===== src/rtl/video_vga_capture_if.sv =====
`default_nettype none
// ============================================================================
// Module      : video_vga_capture_if
// Description : Signal bundle between a VGA source and the VGA capture block.
//               master drives the vga_* pins and observes the pix_*/status
//               side; slave (the capture block) samples vga_* and drives the
//               pixel stream, frame/lock/error flags and timing measurements.
//   vga_r/g/b      4b each  colour
//   vga_hsync      1b       horizontal sync, active-high
//   vga_vsync      1b       vertical sync, active-high
//   pix_valid      1b       pix_* carry an active pixel (only while locked)
//   pix_x / pix_y  10b      active column / row
//   pix_rgb        12b      {r,g,b} of that pixel
//   frame_start    1b       pulse at each vsync-anchored hsync edge
//   locked         1b       timing locked
//   err            1b       pulse on any timing violation
//   meas_h_total   11b      last measured line period (clocks)
//   meas_v_total   11b      last measured lines per frame
// Revision    : 1.0 - initial release
// ============================================================================
interface video_vga_capture_if;
    logic [3:0]  vga_r;
    logic [3:0]  vga_g;
    logic [3:0]  vga_b;
    logic        vga_hsync;
    logic        vga_vsync;
    logic        pix_valid;
    logic [9:0]  pix_x;
    logic [9:0]  pix_y;
    logic [11:0] pix_rgb;
    logic        frame_start;
    logic        locked;
    logic        err;
    logic [10:0] meas_h_total;
    logic [10:0] meas_v_total;

    modport master (
        output vga_r, vga_g, vga_b, vga_hsync, vga_vsync,
        input  pix_valid, pix_x, pix_y, pix_rgb, frame_start, locked, err,
               meas_h_total, meas_v_total
    );

    modport slave (
        input  vga_r, vga_g, vga_b, vga_hsync, vga_vsync,
        output pix_valid, pix_x, pix_y, pix_rgb, frame_start, locked, err,
               meas_h_total, meas_v_total
    );
endinterface
`default_nettype wire


===== src/rtl/video_vga_capture.sv =====
`default_nettype none
// ============================================================================
// Module      : video_vga_capture
// Description : VGA receiver. Registers the incoming VGA pins, recovers pixel
//               coordinates from the sync edges, measures line and frame
//               timing, and locks after LOCK_FRAMES clean frames following a
//               frame anchor. Pixel outputs appear two clocks after the input.
//   clk  : pixel clock (same clock as the VGA source)
//   rst  : synchronous active-high reset
//   vga  : slave side of video_vga_capture_if (vga_* in, pix_*/status out)
// Revision    : 1.0 - initial release
// ============================================================================
module video_vga_capture #(
    parameter int H_ACTIVE     = 640,
    parameter int H_SYNC       = 96,
    parameter int H_BACK_PORCH = 48,
    parameter int H_TOTAL      = 800,
    parameter int V_ACTIVE     = 480,
    parameter int V_SYNC       = 2,
    parameter int V_BACK_PORCH = 33,
    parameter int V_TOTAL      = 525,
    parameter int LOCK_FRAMES  = 2
) (
    input wire                 clk,
    input wire                 rst,
    video_vga_capture_if.slave vga
);

    localparam logic [10:0] c_SAT    = 11'h7FF;
    localparam logic [10:0] c_X_LO   = 11'(H_SYNC + H_BACK_PORCH);
    localparam logic [10:0] c_Y_LO   = 11'(V_SYNC + V_BACK_PORCH - 1);
    localparam logic [10:0] c_H_ACT  = 11'(H_ACTIVE);
    localparam logic [10:0] c_V_ACT  = 11'(V_ACTIVE);
    localparam logic [11:0] c_H_TOT  = 12'(H_TOTAL);
    localparam logic [11:0] c_H_SYN  = 12'(H_SYNC);
    localparam logic [11:0] c_V_TOT  = 12'(V_TOTAL);
    localparam logic [7:0]  c_LOCK_N = 8'(LOCK_FRAMES);

    localparam logic [1:0] c_ST_SEARCH = 2'd0;
    localparam logic [1:0] c_ST_CHECK  = 2'd1;
    localparam logic [1:0] c_ST_LOCKED = 2'd2;

    // Stage 1 input registers and edge history
    logic [3:0]  r_s1_r, r_s1_g, r_s1_b;
    logic        r_s1_hs, r_s1_vs, r_hs_prev, r_vs_prev;
    logic        r_s1_vld, r_hist_vld;

    // Timing recovery state
    logic [10:0] r_x_cnt, r_line_cnt;
    logic        r_vs_pend, r_hs_seen, r_anchor_seen;
    logic [1:0]  r_state, w_state_nxt;
    logic [7:0]  r_good, w_good_nxt, w_good_inc;

    // Output registers
    logic        r_pix_valid, r_frame_start, r_locked, r_err;
    logic [9:0]  r_pix_x, r_pix_y;
    logic [11:0] r_pix_rgb;
    logic [10:0] r_meas_h, r_meas_v;

    // Combinational datapath
    logic        w_hs_rise, w_hs_fall, w_vs_rise, w_anchor;
    logic [10:0] w_x_inc, w_x_nxt, w_line_inc, w_line_nxt;
    logic        w_vs_pend_nxt;
    logic [11:0] w_h_period, w_v_lines;
    logic [10:0] w_h_meas, w_v_meas;
    logic [10:0] w_x_off, w_y_off;
    logic        w_viol, w_err;
    logic        w_locked_nxt, w_pix_valid_nxt;
    logic [9:0]  w_pix_x_nxt, w_pix_y_nxt;
    logic [11:0] w_pix_rgb_nxt;

    // ------------------------------------------------------------------
    // Stage 1: register pins. r_hist_vld gates edge detection so the first
    // sample after reset cannot be mistaken for an edge.
    // ------------------------------------------------------------------
    always_ff @(posedge clk) begin
        if (rst) begin
            r_s1_r     <= 4'd0;
            r_s1_g     <= 4'd0;
            r_s1_b     <= 4'd0;
            r_s1_hs    <= 1'b0;
            r_s1_vs    <= 1'b0;
            r_hs_prev  <= 1'b0;
            r_vs_prev  <= 1'b0;
            r_s1_vld   <= 1'b0;
            r_hist_vld <= 1'b0;
        end else begin
            r_s1_r     <= vga.vga_r;
            r_s1_g     <= vga.vga_g;
            r_s1_b     <= vga.vga_b;
            r_s1_hs    <= vga.vga_hsync;
            r_s1_vs    <= vga.vga_vsync;
            r_hs_prev  <= r_s1_hs;
            r_vs_prev  <= r_s1_vs;
            r_s1_vld   <= 1'b1;
            r_hist_vld <= r_s1_vld;
        end
    end

    // ------------------------------------------------------------------
    // Coordinate recovery and violation detection. The *_nxt counter values
    // are the coordinates of the sample currently held in stage 1.
    // ------------------------------------------------------------------
    always_comb begin
        w_hs_rise  = r_hist_vld & r_s1_hs & ~r_hs_prev;
        w_hs_fall  = r_hist_vld & ~r_s1_hs & r_hs_prev;
        w_vs_rise  = r_hist_vld & r_s1_vs & ~r_vs_prev;
        // A vsync rise in the same sample as the hsync rise still anchors.
        w_anchor   = w_hs_rise & (r_vs_pend | w_vs_rise);

        w_x_inc    = (r_x_cnt == c_SAT) ? c_SAT : r_x_cnt + 11'd1;
        w_x_nxt    = w_hs_rise ? 11'd0 : w_x_inc;
        w_line_inc = (r_line_cnt == c_SAT) ? c_SAT : r_line_cnt + 11'd1;
        w_line_nxt = w_anchor ? 11'd0 : (w_hs_rise ? w_line_inc : r_line_cnt);
        w_vs_pend_nxt = w_anchor ? 1'b0 : (r_vs_pend | w_vs_rise);

        // 12-bit so a saturated counter (2047) gives 2048, never wraps to 0.
        w_h_period = {1'b0, r_x_cnt} + 12'd1;
        w_v_lines  = {1'b0, r_line_cnt} + 12'd1;
        w_h_meas   = w_h_period[11] ? c_SAT : w_h_period[10:0];
        w_v_meas   = w_v_lines[11] ? c_SAT : w_v_lines[10:0];

        w_viol = (w_hs_rise & r_hs_seen & (w_h_period != c_H_TOT))
               | (w_hs_fall & r_hs_seen & (w_h_period != c_H_SYN))
               | (w_anchor & r_anchor_seen & (w_v_lines != c_V_TOT))
               | ((w_x_nxt == c_SAT) & (r_x_cnt != c_SAT))
               | ((w_line_nxt == c_SAT) & (r_line_cnt != c_SAT));
        w_err  = w_viol & (r_state != c_ST_SEARCH);

        // Offsets below the window wrap to large values and fail the range test.
        w_x_off = w_x_nxt - c_X_LO;
        w_y_off = w_line_nxt - c_Y_LO;
    end

    always_ff @(posedge clk) begin
        if (rst) begin
            r_x_cnt       <= 11'd0;
            r_line_cnt    <= 11'd0;
            r_vs_pend     <= 1'b0;
            r_hs_seen     <= 1'b0;
            r_anchor_seen <= 1'b0;
            r_meas_h      <= 11'd0;
            r_meas_v      <= 11'd0;
        end else begin
            r_x_cnt    <= w_x_nxt;
            r_line_cnt <= w_line_nxt;
            r_vs_pend  <= w_vs_pend_nxt;
            if (w_hs_rise) begin
                r_hs_seen <= 1'b1;
                if (r_hs_seen) r_meas_h <= w_h_meas;
            end
            if (w_anchor) begin
                r_anchor_seen <= 1'b1;
                if (r_anchor_seen) r_meas_v <= w_v_meas;
            end
        end
    end

    // ------------------------------------------------------------------
    // Lock FSM: state register
    // ------------------------------------------------------------------
    always_ff @(posedge clk) begin
        if (rst) begin
            r_state <= c_ST_SEARCH;
            r_good  <= 8'd0;
        end else begin
            r_state <= w_state_nxt;
            r_good  <= w_good_nxt;
        end
    end

    // Lock FSM: next state. Any violation in CHECK aborts the frame, so an
    // anchor reached in CHECK always closes a clean frame.
    always_comb begin
        w_state_nxt = r_state;
        w_good_nxt  = r_good;
        w_good_inc  = r_good + 8'd1;
        case (r_state)
            c_ST_SEARCH: begin
                if (w_anchor) begin
                    w_state_nxt = c_ST_CHECK;
                    w_good_nxt  = 8'd0;
                end
            end
            c_ST_CHECK: begin
                if (w_err) begin
                    w_state_nxt = c_ST_SEARCH;
                end else if (w_anchor) begin
                    w_good_nxt = w_good_inc;
                    if (w_good_inc == c_LOCK_N) w_state_nxt = c_ST_LOCKED;
                end
            end
            c_ST_LOCKED: begin
                if (w_err) w_state_nxt = c_ST_SEARCH;
            end
            default: w_state_nxt = c_ST_SEARCH;
        endcase
    end

    // Lock FSM: outputs. pix_valid follows the next lock state so it drops
    // in the same cycle as locked.
    always_comb begin
        w_locked_nxt    = (w_state_nxt == c_ST_LOCKED);
        w_pix_valid_nxt = w_locked_nxt & (w_x_off < c_H_ACT) & (w_y_off < c_V_ACT);
        w_pix_x_nxt     = w_pix_valid_nxt ? w_x_off[9:0] : 10'd0;
        w_pix_y_nxt     = w_pix_valid_nxt ? w_y_off[9:0] : 10'd0;
        w_pix_rgb_nxt   = w_pix_valid_nxt ? {r_s1_r, r_s1_g, r_s1_b} : 12'd0;
    end

    always_ff @(posedge clk) begin
        if (rst) begin
            r_pix_valid   <= 1'b0;
            r_pix_x       <= 10'd0;
            r_pix_y       <= 10'd0;
            r_pix_rgb     <= 12'd0;
            r_frame_start <= 1'b0;
            r_locked      <= 1'b0;
            r_err         <= 1'b0;
        end else begin
            r_pix_valid   <= w_pix_valid_nxt;
            r_pix_x       <= w_pix_x_nxt;
            r_pix_y       <= w_pix_y_nxt;
            r_pix_rgb     <= w_pix_rgb_nxt;
            r_frame_start <= w_anchor;
            r_locked      <= w_locked_nxt;
            r_err         <= w_err;
        end
    end

    assign vga.pix_valid    = r_pix_valid;
    assign vga.pix_x        = r_pix_x;
    assign vga.pix_y        = r_pix_y;
    assign vga.pix_rgb      = r_pix_rgb;
    assign vga.frame_start  = r_frame_start;
    assign vga.locked       = r_locked;
    assign vga.err          = r_err;
    assign vga.meas_h_total = r_meas_h;
    assign vga.meas_v_total = r_meas_v;

endmodule
`default_nettype wire

===== src/flat_wrapper.sv =====
// flat-port wrapper written by rule: the top's interface ports become plain ports
module video_vga_capture_flat 
#(
    parameter int H_ACTIVE     = 640,
    parameter int H_SYNC       = 96,
    parameter int H_BACK_PORCH = 48,
    parameter int H_TOTAL      = 800,
    parameter int V_ACTIVE     = 480,
    parameter int V_SYNC       = 2,
    parameter int V_BACK_PORCH = 33,
    parameter int V_TOTAL      = 525,
    parameter int LOCK_FRAMES  = 2
)
  (clk, rst, vga_vga_r, vga_vga_g, vga_vga_b, vga_vga_hsync, vga_vga_vsync, vga_pix_valid, vga_pix_x, vga_pix_y, vga_pix_rgb, vga_frame_start, vga_locked, vga_err, vga_meas_h_total, vga_meas_v_total);
  video_vga_capture_if vga_i ();
  input wire clk;
  input wire rst;
  input wire logic [$bits(vga_i.vga_r)-1:0] vga_vga_r;
  input wire logic [$bits(vga_i.vga_g)-1:0] vga_vga_g;
  input wire logic [$bits(vga_i.vga_b)-1:0] vga_vga_b;
  input wire logic [$bits(vga_i.vga_hsync)-1:0] vga_vga_hsync;
  input wire logic [$bits(vga_i.vga_vsync)-1:0] vga_vga_vsync;
  output wire logic [$bits(vga_i.pix_valid)-1:0] vga_pix_valid;
  output wire logic [$bits(vga_i.pix_x)-1:0] vga_pix_x;
  output wire logic [$bits(vga_i.pix_y)-1:0] vga_pix_y;
  output wire logic [$bits(vga_i.pix_rgb)-1:0] vga_pix_rgb;
  output wire logic [$bits(vga_i.frame_start)-1:0] vga_frame_start;
  output wire logic [$bits(vga_i.locked)-1:0] vga_locked;
  output wire logic [$bits(vga_i.err)-1:0] vga_err;
  output wire logic [$bits(vga_i.meas_h_total)-1:0] vga_meas_h_total;
  output wire logic [$bits(vga_i.meas_v_total)-1:0] vga_meas_v_total;
  assign vga_i.vga_r = vga_vga_r;
  assign vga_i.vga_g = vga_vga_g;
  assign vga_i.vga_b = vga_vga_b;
  assign vga_i.vga_hsync = vga_vga_hsync;
  assign vga_i.vga_vsync = vga_vga_vsync;
  assign vga_pix_valid = vga_i.pix_valid;
  assign vga_pix_x = vga_i.pix_x;
  assign vga_pix_y = vga_i.pix_y;
  assign vga_pix_rgb = vga_i.pix_rgb;
  assign vga_frame_start = vga_i.frame_start;
  assign vga_locked = vga_i.locked;
  assign vga_err = vga_i.err;
  assign vga_meas_h_total = vga_i.meas_h_total;
  assign vga_meas_v_total = vga_i.meas_v_total;
  video_vga_capture #(.H_ACTIVE(H_ACTIVE), .H_SYNC(H_SYNC), .H_BACK_PORCH(H_BACK_PORCH), .H_TOTAL(H_TOTAL), .V_ACTIVE(V_ACTIVE), .V_SYNC(V_SYNC), .V_BACK_PORCH(V_BACK_PORCH), .V_TOTAL(V_TOTAL), .LOCK_FRAMES(LOCK_FRAMES)) u_core (.clk(clk), .rst(rst), .vga(vga_i));
endmodule

===== config.mk =====
export PLATFORM = sky130hd
export DESIGN_NAME = video_vga_capture_flat
export DESIGN_NICKNAME = d
export VERILOG_FILES = /design/src/rtl/video_vga_capture_if.sv /design/src/rtl/video_vga_capture.sv /design/src/flat_wrapper.sv
export SDC_FILE = /design/constraint.sdc
export NUM_CORES = 1
export LEC_CHECK = 0
export ABC_AREA = 1
export CAP_MARGIN = 25
export CORE_AREA = 2 2 138 140
export CTS_CLUSTER_SIZE = 16
export DETAILED_ROUTE_END_ITERATION = 10
export DIE_AREA = 0 0 140 142
export GPL_TIMING_DRIVEN = 0
export MAX_ROUTING_LAYER = met4
export PLACE_DENSITY = 0.51
export SYNTH_ARGS = -nofsm -noshare
export SYNTH_HDL_FRONTEND = slang
export SYNTH_SLANG_ARGS = --single-unit

===== constraint.sdc =====
create_clock -name clk -period 3.1 [get_ports clk]
set_input_delay 0.93 -clock clk [delete_from_list [all_inputs] [get_ports clk]]
set_output_delay 0.93 -clock clk [all_outputs]
set_load 0.02 [all_outputs]

==> results.toml <==
[timing]
finClkSkew_ns = 0.01027
tightest_slew_ns = 0.6074
report.final.slew_viol_count = 0
setup_viol = 0
hold_violations = 0
rsz0062_at_grt = "false"
period_needed_ns = 2.825
timing.fmax_mhz = 354.0
relSlewSlack_pct = 59.51
timing.final.crit_share_pct = 91.12

[clocking]
clock_latency_ns = 0.36
cts_buffers = 9
cts_tree = "built"
cts-root-buf = "clkbuf_16"
clock-sinks = 111
clockBufferDepth = 2
path_clk_slew_ns = 0.08
cts_htree_levels = 3

[final_layout]
final_common_cell = "nand2_1"
fillers = 1959
final_nets = 811
fin_util_pct = 36.87
design_area_um2 = 6805
stdcell_count = 1026
final_cell_mix = "134 x nand2_1, 107 x dfxtp_1, 96 x nor2_1"
area_delta_synth_final_pct = 24.63
n_antenna_cell = 0
layout-drive-gt1-share_pct = 16.92

[critical_path]
critPathLaunchType = "flip-flop"
worstReg2RegStart = "u_core.r_line_cnt[0]"
crit_family = "simple AND/OR/NAND/NOR gates"
slowest_delay_ns = 0.40
r2r_end = "u_core.vga.pix_y[5]"
r2r_cells = 18
crit_buf_inv = 3
crit_type = "reg2reg"
end_kind = "flip-flop"
ff2ff_setup_slack_ns = 0.28
cp.required_ns = 3.36
slowest_stage = "dfxtp_2"
path_cells = "ha_2 > nand2_2 > nor2_4 > nand3_4 > nand3_1 > inv_2 > nor2_4 > inv_1 > ha_1 > nand3_2 > nand2_2 > nand3_1 > nand2_2 > nor2_1 > nand3_1 > nand3_4 > buf_12 > nor2_4"
critical_path_peak_fanout = 10
crit_arrival_ns = 3.08

[floorplan]
num_io_pins = 74
dieHeight_um = 142
core_um2 = 18460
die_area_um2 = 19880
rows = 50
start_util_pct = 29.59
die_w_um = 140

[placement]
gp_congestion = 0.8128
place_inst = 1010
hpwl_um = 9630
port-buffer-count = 72
place_area_um2 = 6474

[worst_hold_path]
min_from = "u_core.r_s1_vld"
whs_path_depth = 2
hp-class = "reg2reg"
min_to = "u_core.r_hist_vld"

[routing]
dr.pass1.iters = 10
ant_nets = 0
wirelength_um = 12570
drt_iter0_markers = 259
vias_per_cell = 4.318
wl_per_cell_um = 12.25
vias = 4430
drc = 6

[yosys]
netlist_instances = 704
synth_edf_count = 0
syn_avg_cell_area_um2 = 7.756
ys_async_sr_fraction_pct = 0
synthFlopType = "dfxtp_1"
synth_seq_cells = 111
synth_nets = 728
synth_area_um2 = 5460
yosysWarnings = 0
synth_cell_types = 39
ys_seq_area_share_pct = 40.70

[power_and_ir_drop]
power-per-cell-area_nw_per_um2 = 416.1
p_total_mw = 2.831
vdd_drop_max_v = 0.0002712
power_leakage_nw = 2.832

[global_routing]
grt_pass1_wl_um = 21200
antenna_found_initial = 0
grt_pass1_vias = 4322
grt_overflow_total = 0
grt_max_degree = 22
grt_usage_pct = 13.76

[job]
max_cap_violations = 0

[status]
violations = "DRC"
outcome = "complete, but fails checks"
-- worst register-to-register path, stage by stage (launching register included) --
cell and delay, ns:
dfxtp_2 0.40, ha_2 0.24, nand2_2 0.08, nor2_4 0.17
nand3_4 0.16, nand3_1 0.12, inv_2 0.05, nor2_4 0.16
inv_1 0.08, ha_1 0.23, nand3_2 0.12, nand2_2 0.08
nand3_1 0.09, nand2_2 0.08, nor2_1 0.09, nand3_1 0.14
nand3_4 0.20, buf_12 0.21, nor2_4 0.04
-- cells by family (layout without fill, tap and decap cells) --
kind of cell / count (synthesis) / count (layout) / synth area share [%]
and+or+nand+nor: 378 / 378 / 37.47
buffers and inverters: 124 / 212 / 10.06
DFF: 111 / 111 / 40.70
AOI/OAI and AO/OA: 68 / 68 / 7.287
xor gates and xnor gates: 14 / 14 / 2.589
adders and majority gates: 8 / 8 / 1.833
other: 1 / 1 / 0.06868
-- synthesized netlist by cell type, types with 2 or more instances --
cell type / n / area [µm²]
nand2_1: 134 / 503.0
dfxtp_1: 111 / 2222
nor2_1: 96 / 360.4
inv_1: 94 / 352.8
nand3_1: 39 / 195.2
nor2_4: 36 / 405.4
nand2_2: 27 / 168.9
o21ai_0: 25 / 125.1
a21oi_1: 22 / 110.1
clkbuf_1: 12 / 45.04
a31oi_1: 9 / 56.30
inv_2: 9 / 33.78
nand3_2: 9 / 90.09
nand4_1: 9 / 56.30
ha_1: 8 / 100.1
xor2_1: 8 / 70.07
nor2_2: 6 / 37.54
nor3_1: 6 / 30.03
nand2_4: 5 / 56.30
xnor2_1: 5 / 43.79
buf_6: 4 / 45.04
nand3_4: 4 / 70.07
o211ai_1: 4 / 30.03
buf_12: 3 / 60.06
nand3b_1: 3 / 22.52
o21ai_1: 2 / 10.01
o21bai_1: 2 / 15.01
-- how the worst max path moves through the flow --
stage / to / cells after the start / from / slack, ns
2_1_floorplan: u_core.r_good[6] / 23 / u_core.r_x_cnt[0] / 0.52
3_3_place_gp: u_core.vga.pix_y[5] / 21 / u_core.r_x_cnt[0] / -0.002
3_5_place_dp: u_core.vga.pix_y[5] / 21 / u_core.r_x_cnt[0] / 0.003
4_1_cts: u_core.vga.pix_y[5] / 21 / u_core.r_x_cnt[0] / 0.07
5_1_grt: u_core.r_good[7] / 23 / u_core.r_x_cnt[0] / 0.01
6_report: u_core.vga.pix_y[5] / 18 / u_core.r_line_cnt[0] / 0.28
-- through the flow --
step                hold WS (ns)  worst slack, ns    TNS, ns
finish                    0.4042           0.2753          0
detailed placement        0.3927         0.003006          0
global placement          0.3918        -0.002305  -0.003269
floorplan                 0.3883           0.5160          0
global route              0.4390          0.01311          0
CTS                       0.4047          0.07032          0
-- final cells by class --
class | count | area (µm²) | share of cell area [%]
Clock buffer | 9 | 225.2 | 3.309
Tap cell | 234 | 292.8 | 4.302
Multi-Input combinational cell | 469 | 2711 | 39.84
Inverter | 103 | 386.6 | 5.681
Sequential cell | 111 | 2230 | 32.76
Timing Repair Buffer | 72 | 720.7 | 10.59
Clock inverter | 7 | 76.32 | 1.122
Buffer | 21 | 162.7 | 2.390
-- registers in the layout (all words and copies together), names as in the netlist, 4 cells and up --
name                     cells
u_core.r_s1_b                4
u_core.r_line_cnt           11
u_core.vga.meas_v_total     11
u_core.r_good                8
u_core.r_s1_r                4
u_core.r_s1_g                4
u_core.vga.meas_h_total     11
u_core.vga.pix_rgb          12
u_core.r_x_cnt              11
u_core.vga.pix_x            10
u_core.vga.pix_y            10
-- routing by layer --
metal / global-route usage, % / up-vias / routed length (µm)
met3: 2.826 / 10 / 393
li1: - / 2360 / -
met4: 3.509 / 0 / 153
met1: 17.22 / 1998 / 6046
met2: 22.87 / 62 / 5973
met5: - / - / 0
-- repair_timing --
item / CTS / global route
gates cloned: 0 / 0
resized for setup: 1 / 8
setup endpoints to repair: 2 / 38
buffers inserted: 0 / 0
hold buffers: 0 / 0
-- where the power goes --
group	total (mW)	switching (mW)	internal [mW]
Clock	1.17	0.595	0.573
Sequential	1.47	0.0176	1.45
Combinational	0.199	0.126	0.0730
Total	2.83	0.738	2.09
Note: power is estimated with default switching activity, not from simulation.
